### config.mk
export PLATFORM = sky130hd
export DESIGN_NAME = rr_arbiter8
export DESIGN_NICKNAME = d
export VERILOG_FILES = /design/src/rtl/rr_arbiter8.sv
export SDC_FILE = /design/constraint.sdc
export NUM_CORES = 1
export LEC_CHECK = 0
export BUFFER_PORTS_ARGS = -buffer_cell sky130_fd_sc_hd__buf_4
export CAP_MARGIN = 20
export CORE_MARGIN = 10
export CORE_UTILIZATION = 37
export CTS_BUF_LIST = sky130_fd_sc_hd__clkbuf_4 sky130_fd_sc_hd__clkbuf_8 sky130_fd_sc_hd__clkbuf_16
export CTS_CLUSTER_SIZE = 12
export DETAILED_ROUTE_END_ITERATION = 7
export GPL_ROUTABILITY_DRIVEN = 0
export PLACE_DENSITY = 0.67
export SYNTH_ARGS = -nofsm -noshare
export SYNTH_HDL_FRONTEND = slang
export SYNTH_SLANG_ARGS = --single-unit
### constraint.sdc
create_clock -name clk -period 3.8 [get_ports clk]
set_input_delay 0.57 -clock clk [delete_from_list [all_inputs] [get_ports clk]]
set_output_delay 0.57 -clock clk [all_outputs]
set_load 0.05 [all_outputs]
### src/rtl/rr_arbiter8.sv
// -----------------------------------------------------------------------------
// rr_arbiter8
//
// Eight-requester round-robin arbiter for one shared datapath resource.
// A grant is held until the owner pulses done or drops its request. The
// optional hold-time limit can also force the release. Each release is
// followed by one dead GAP cycle, so two owners' selects never overlap.
//
// Configuration macro:
//   ARB_TIMEOUT_EN  defined    : hold counter active. A grant is force-released
//                                after HOLD_MAX cycles and timeout pulses once.
//                   undefined  : no counter logic is built and timeout is
//                                tied to 0.
//
// Parameters:
//   HOLD_MAX  maximum grant length in cycles (1..255), timeout build only
//   CW        hold counter width, HOLD_MAX < 2**CW
//
// Ports:
//   clk        in   rising-edge clock
//   rst_n      in   asynchronous active-low reset
//   req[7:0]   in   request levels, one per requester
//   done       in   single-cycle release pulse from the current owner
//   grant_vld  out  registered, a grant is active
//   grant_idx  out  registered index of the current owner
//   grant[7:0] out  one-hot decode of grant_idx, gated by grant_vld
//   timeout    out  registered single-cycle pulse on a forced release
// -----------------------------------------------------------------------------
module rr_arbiter8 #(
    parameter int unsigned HOLD_MAX = 15,
    parameter int unsigned CW       = 8
) (
    input  logic       clk,
    input  logic       rst_n,
    input  logic [7:0] req,
    input  logic       done,
    output logic       grant_vld,
    output logic [2:0] grant_idx,
    output logic [7:0] grant,
    output logic       timeout
);

    // Catch an illegal configuration at elaboration. Both builds check it.
    if (HOLD_MAX < 1 || HOLD_MAX > 255 || HOLD_MAX >= (64'd1 << CW)) begin : g_bad_cfg
        $error("rr_arbiter8: HOLD_MAX must be 1..255 and below 2**CW");
    end

    typedef enum logic [1:0] {
        IDLE  = 2'd0,
        GRANT = 2'd1,
        GAP   = 2'd2
    } state_t;

    state_t     state, state_nxt;
    logic       grant_vld_nxt;
    logic [2:0] grant_idx_nxt;
    logic [2:0] last, last_nxt;
    logic       timeout_nxt;

    // Rotating-priority search. Candidates are tried from last+1 upward,
    // modulo 8. The 3-bit sum wraps from 7 to 0 by itself. The last candidate
    // (k = 8) is "last" again, so a lone requester can be granted repeatedly.
    logic       found;
    logic [2:0] pick;
    logic [2:0] cand;

    // NOTE: every signal driven in an always_comb block gets a default value
    // first. Any path that leaves a signal unassigned would infer a latch.
    always_comb begin
        found = 1'b0;
        pick  = last;
        cand  = last;
        for (int k = 1; k <= 8; k++) begin
            cand = last + 3'(k);
            if (!found && req[cand]) begin
                found = 1'b1;
                pick  = cand;
            end
        end
    end

`ifdef ARB_TIMEOUT_EN
    logic [CW-1:0] cnt, cnt_nxt;
    logic          hold_hit;

    // The counter reads 0 in the first GRANT cycle. A value of HOLD_MAX-1
    // therefore marks the last allowed cycle of the grant.
    assign hold_hit = (cnt == CW'(HOLD_MAX - 1));
`else
    logic          hold_hit;

    assign hold_hit = 1'b0;
`endif

    // The release is "timeout alone" only when the owner still wants the
    // resource and did not signal done in the same cycle.
    logic owner_req;
    logic release_now;
    logic forced;

    assign owner_req   = req[grant_idx];
    assign release_now = done | ~owner_req | hold_hit;
    assign forced      = hold_hit & ~done & owner_req;

    always_comb begin
        state_nxt     = state;
        grant_vld_nxt = grant_vld;
        grant_idx_nxt = grant_idx;
        last_nxt      = last;
        timeout_nxt   = 1'b0;
`ifdef ARB_TIMEOUT_EN
        cnt_nxt       = cnt;
`endif
        unique case (state)
            IDLE: begin
                if (found) begin
                    state_nxt     = GRANT;
                    grant_vld_nxt = 1'b1;
                    grant_idx_nxt = pick;
                    last_nxt      = pick;
`ifdef ARB_TIMEOUT_EN
                    cnt_nxt       = '0;
`endif
                end
            end
            GRANT: begin
`ifdef ARB_TIMEOUT_EN
                if (cnt != '1) cnt_nxt = cnt + 1'b1;
`endif
                if (release_now) begin
                    state_nxt     = GAP;
                    grant_vld_nxt = 1'b0;
                    timeout_nxt   = forced;
                end
            end
            GAP: begin
                state_nxt = IDLE;
            end
            default: begin
                state_nxt     = IDLE;
                grant_vld_nxt = 1'b0;
            end
        endcase
    end

    // NOTE: sequential state is updated with non-blocking assignments only.
    // All flops then sample the same pre-edge values, and no ordering race
    // can occur between processes.
    always_ff @(posedge clk or negedge rst_n) begin
        if (!rst_n) begin
            state     <= IDLE;
            grant_vld <= 1'b0;
            grant_idx <= 3'd0;
            last      <= 3'd7;
            timeout   <= 1'b0;
        end else begin
            state     <= state_nxt;
            grant_vld <= grant_vld_nxt;
            grant_idx <= grant_idx_nxt;
            last      <= last_nxt;
            timeout   <= timeout_nxt;
        end
    end

`ifdef ARB_TIMEOUT_EN
    always_ff @(posedge clk or negedge rst_n) begin
        if (!rst_n) cnt <= '0;
        else        cnt <= cnt_nxt;
    end
`endif

    // The select is decoded only from registered state. It therefore cannot
    // glitch when req changes.
    assign grant = grant_vld ? (8'b1 << grant_idx) : 8'h00;

endmodule

==> impl_metrics.prom <==
# TYPE chip_impl_metric gauge
chip_impl_info{name="outcome",value="finished, final reports clean"} 1
chip_impl_metric{name="report.final.slew_viol_count",unit=""} 0
chip_impl_metric{name="count_of_flip_flops_with_a_built_in_enable_after_synthesis",unit=""} 0
chip_impl_info{name="cts-root-buf",value="sky130_fd_sc_hd__clkbuf_8"} 1
chip_impl_metric{name="dp_hpwl",unit="um"} 2780
chip_impl_metric{name="grt-ovfl-total",unit=""} 0
chip_impl_metric{name="drc",unit=""} 0
chip_impl_metric{name="number_of_clock_sinks_seen_by_cts",unit=""} 9
chip_impl_metric{name="num_antenna_cells",unit=""} 0
chip_impl_metric{name="post_route_cells_drive_above_1_share",unit="%"} 28.7
chip_impl_info{name="worst_path_max_delay_cell",value="sky130_fd_sc_hd__mux4_1"} 1
chip_impl_info{name="synth_most_common_cell",value="sky130_fd_sc_hd__nor2_1"} 1
chip_impl_metric{name="finalWorstPathRequiredPeriod",unit="ns"} 3.34
chip_impl_metric{name="core",unit="um^2"} 3630
chip_impl_metric{name="synthArstFlopShare",unit="%"} 100
chip_impl_metric{name="first_pass_iters",unit=""} 4
chip_impl_metric{name="detail-route-antenna-nets",unit=""} 0
chip_impl_info{name="postSynth.topFlopCell",value="sky130_fd_sc_hd__dfrtp_1"} 1
chip_impl_metric{name="ys_ff_latch",unit=""} 9
chip_impl_metric{name="finish.net_count",unit=""} 178
chip_impl_metric{name="whs",unit="ns"} 0.153
chip_impl_info{name="crit_path_end_kind",value="flop"} 1
chip_impl_metric{name="path_clk_slew",unit="ns"} 0.04
chip_impl_metric{name="yosysSeqAreaShare",unit="%"} 16.7
chip_impl_info{name="worstSetupStartpointType",value="flop"} 1
chip_impl_metric{name="netlist_instances",unit=""} 144
chip_impl_info{name="critical-path-top-delay-family",value="multiplexers"} 1
chip_impl_metric{name="grt_pass1_vias",unit=""} 1158
chip_impl_metric{name="via_count",unit=""} 1231
chip_impl_metric{name="max_clock_freq",unit="MHz"} 299
chip_impl_metric{name="io_buffers",unit=""} 22
chip_impl_info{name="worstSetupStartpoint",value="last[1]$_DFFE_PN1P_"} 1
chip_impl_info{name="min-delay-path-class",value="in -> async"} 1
chip_impl_metric{name="dieHeight",unit="um"} 80.9
chip_impl_metric{name="viasPerCell",unit=""} 5.81
chip_impl_metric{name="timing.critical_path.arrival",unit="ns"} 3.49
chip_impl_metric{name="fin_crit_sh",unit="%"} 88.0
chip_impl_metric{name="worst_slew_pin_slew",unit="ns"} 0.535
chip_impl_metric{name="path_max_fanout",unit=""} 9
chip_impl_metric{name="numCtsBuffers",unit=""} 3
chip_impl_metric{name="syn_nets",unit=""} 157
chip_impl_metric{name="worst-endpoint-required",unit="ns"} 3.94
chip_impl_metric{name="detail_route.iter0.violations",unit=""} 100
chip_impl_info{name="setup_repair_after_global_routing_missed_its_margin",value="no"} 1
chip_impl_metric{name="dieWidth",unit="um"} 80.9
chip_impl_metric{name="post_cts_setup_inserts",unit=""} 0
chip_impl_metric{name="pin_count_of_the_biggest_net_entering_global_routing",unit=""} 16
chip_impl_info{name="synth.top_cells.by_area",value="sky130_fd_sc_hd__mux4_2 (13%), sky130_fd_sc_hd__mux4_1 (11%), sky130_fd_sc_hd__dfrtp_1 (11%)"} 1
chip_impl_metric{name="synthesis.yosys.warnings",unit=""} 0
chip_impl_metric{name="finalHoldViolCount",unit=""} 0
chip_impl_metric{name="fin_util",unit="%"} 43.5
chip_impl_metric{name="grt_first_pass_wirelength",unit="um"} 5520
chip_impl_metric{name="num_rows",unit=""} 22
chip_impl_info{name="most_area_hungry_cell_type_in_the_yosys_netlist",value="sky130_fd_sc_hd__mux4_2"} 1
chip_impl_metric{name="htreeDepth",unit=""} 1
chip_impl_metric{name="grt_usage",unit="%"} 10.4
chip_impl_metric{name="layout-area-overhead-vs-synth",unit="%"} 15.2
chip_impl_metric{name="setup_viol",unit=""} 0
chip_impl_metric{name="clock_insertion_delay_worst_skew",unit="ns"} 0.23
chip_impl_metric{name="yosys.area.top_type_share",unit="%"} 13.1
chip_impl_info{name="ys_top_cells_by_count",value="sky130_fd_sc_hd__nor2_1 (16), sky130_fd_sc_hd__nand2_1 (11), sky130_fd_sc_hd__mux4_2 (8)"} 1
chip_impl_metric{name="timing.max_cap.violations",unit=""} 0
chip_impl_metric{name="path_buf_inv",unit=""} 1
chip_impl_info{name="critical_path.reg2reg.startpoint",value="last[1]$_DFFE_PN1P_"} 1
chip_impl_info{name="critical_path_class",value="reg -> reg"} 1
chip_impl_metric{name="timing.setup.tns",unit="ns"} 0
chip_impl_info{name="path_cells",value="inv_1 -> ha_1 -> mux4_1 -> mux2i_1 -> nand3_1 -> o41ai_4 -> a22oi_1 -> o21ai_0"} 1
chip_impl_metric{name="post_detailed_placement_cell_area",unit="um^2"} 1530
chip_impl_info{name="tritoncts",value="yes"} 1
chip_impl_metric{name="avgRoutedWirePerCell",unit="um"} 16.6
chip_impl_metric{name="mean_cell_area_of_the_mapped_netlist",unit="um^2"} 9.52
chip_impl_metric{name="floorplan.io_pins",unit=""} 24
chip_impl_metric{name="cts_resized",unit=""} 0
chip_impl_metric{name="crit_path_max_incr_delay",unit="ns"} 0.69
chip_impl_metric{name="synth.cell_area",unit="um^2"} 1370
chip_impl_metric{name="worst_skew",unit="ns"} 0.00371
chip_impl_metric{name="cts-root-to-sink-buffers",unit=""} 2
chip_impl_metric{name="max-slew-margin-rel",unit="%"} 64.2
chip_impl_metric{name="die_outline_area",unit="um^2"} 6540
chip_impl_metric{name="initial_antenna_violation_count",unit=""} 0
chip_impl_metric{name="synth_cell_types",unit=""} 50
chip_impl_metric{name="cts-hold-fix-buffers",unit=""} 0
chip_impl_metric{name="initial_util",unit="%"} 37.7
chip_impl_metric{name="detail_route.wirelength",unit="um"} 3520
chip_impl_metric{name="fin_area",unit="um^2"} 1580
-- final cells by class --
cell class	count	area (um^2)
Multi-Input combinational cell	118	1020
Clock buffer	4	48.8
Fill cell	358	2050
Sequential cell	9	229
Tap cell	48	60.1
Inverter	8	30.0
Timing Repair Buffer	25	188
-- sequential cells by signal, summed over array words and instances (netlist names) --
name / cells
last: 3
grant_vld: 1
state: 2
grant_idx: 3
-- per-stage QoR --
stage / setup slack (ns) / cells
3_3_place_gp: 0.618 / 208
6_report: 0.456 / 212
5_1_grt: 0.263 / 212
4_1_cts: 0.512 / 212
3_5_place_dp: 0.522 / 208
2_1_floorplan: 0.408 / 144
-- per-layer routing --
| layer | vias to the layer above | global-route usage (%) | part of all wire, % |
|---|---|---|---|
| met5 | - | 0 | 0 |
| met4 | 0 | 2.08 | 0.99 |
| met3 | 2 | 3.86 | 7.4 |
| met2 | 48 | 17.8 | 50 |
| met1 | 585 | 12.2 | 42 |
| li1 | 596 | - | - |
-- layout by cell type, fill, tap and decap left out, types with 3 or more instances in the layout --
master                     instances
sky130_fd_sc_hd__o21ai_0           5
sky130_fd_sc_hd__nand3_1           5
sky130_fd_sc_hd__nor3_1            3
sky130_fd_sc_hd__mux4_1            6
sky130_fd_sc_hd__dfstp_2           3
sky130_fd_sc_hd__mux2_2            3
sky130_fd_sc_hd__nor2b_1           3
sky130_fd_sc_hd__xnor2_1           3
sky130_fd_sc_hd__o211ai_1          3
sky130_fd_sc_hd__dfrtp_1           6
sky130_fd_sc_hd__mux4_2            8
sky130_fd_sc_hd__inv_1             7
sky130_fd_sc_hd__mux2i_1           7
sky130_fd_sc_hd__a21oi_1           7
sky130_fd_sc_hd__a22oi_1           3
sky130_fd_sc_hd__buf_4            25
sky130_fd_sc_hd__nand2b_1          4
sky130_fd_sc_hd__or2_1             3
sky130_fd_sc_hd__nor2_1           16
sky130_fd_sc_hd__clkbuf_8          3
sky130_fd_sc_hd__nand2_1          11
-- cell families after synthesis --
group	synth area share (%)
AOI/OAI and AO/OA	18.2
xor gates and xnor gates	3.19
adders and majority gates	1.82
buffers and inverters	8.58
DFF	16.7
muxes	32.2
other	0.273
and+or+nand+nor	19.1
-- path summary, 6_finish.rpt --
check	slack (ns)	to	depth (start not counted)
worst max-delay path	0.46	grant_idx[2]$_DFFE_PN0P_	8
worst min-delay path	0.15	grant_idx[1]$_DFFE_PN0P_	1
worst max register to register	0.46	grant_idx[2]$_DFFE_PN0P_	8
worst min register to register	0.53	grant_vld$_DFFE_PN0P_	1
max in group asynchronous	3.43	last[2]$_DFFE_PN1P_	1
min in group clk	0.53	grant_vld$_DFFE_PN0P_	1
Power is left out: the tool's default activity adds up to more than one toggle a clock period on the data nets, which glitch-free logic cannot reach.
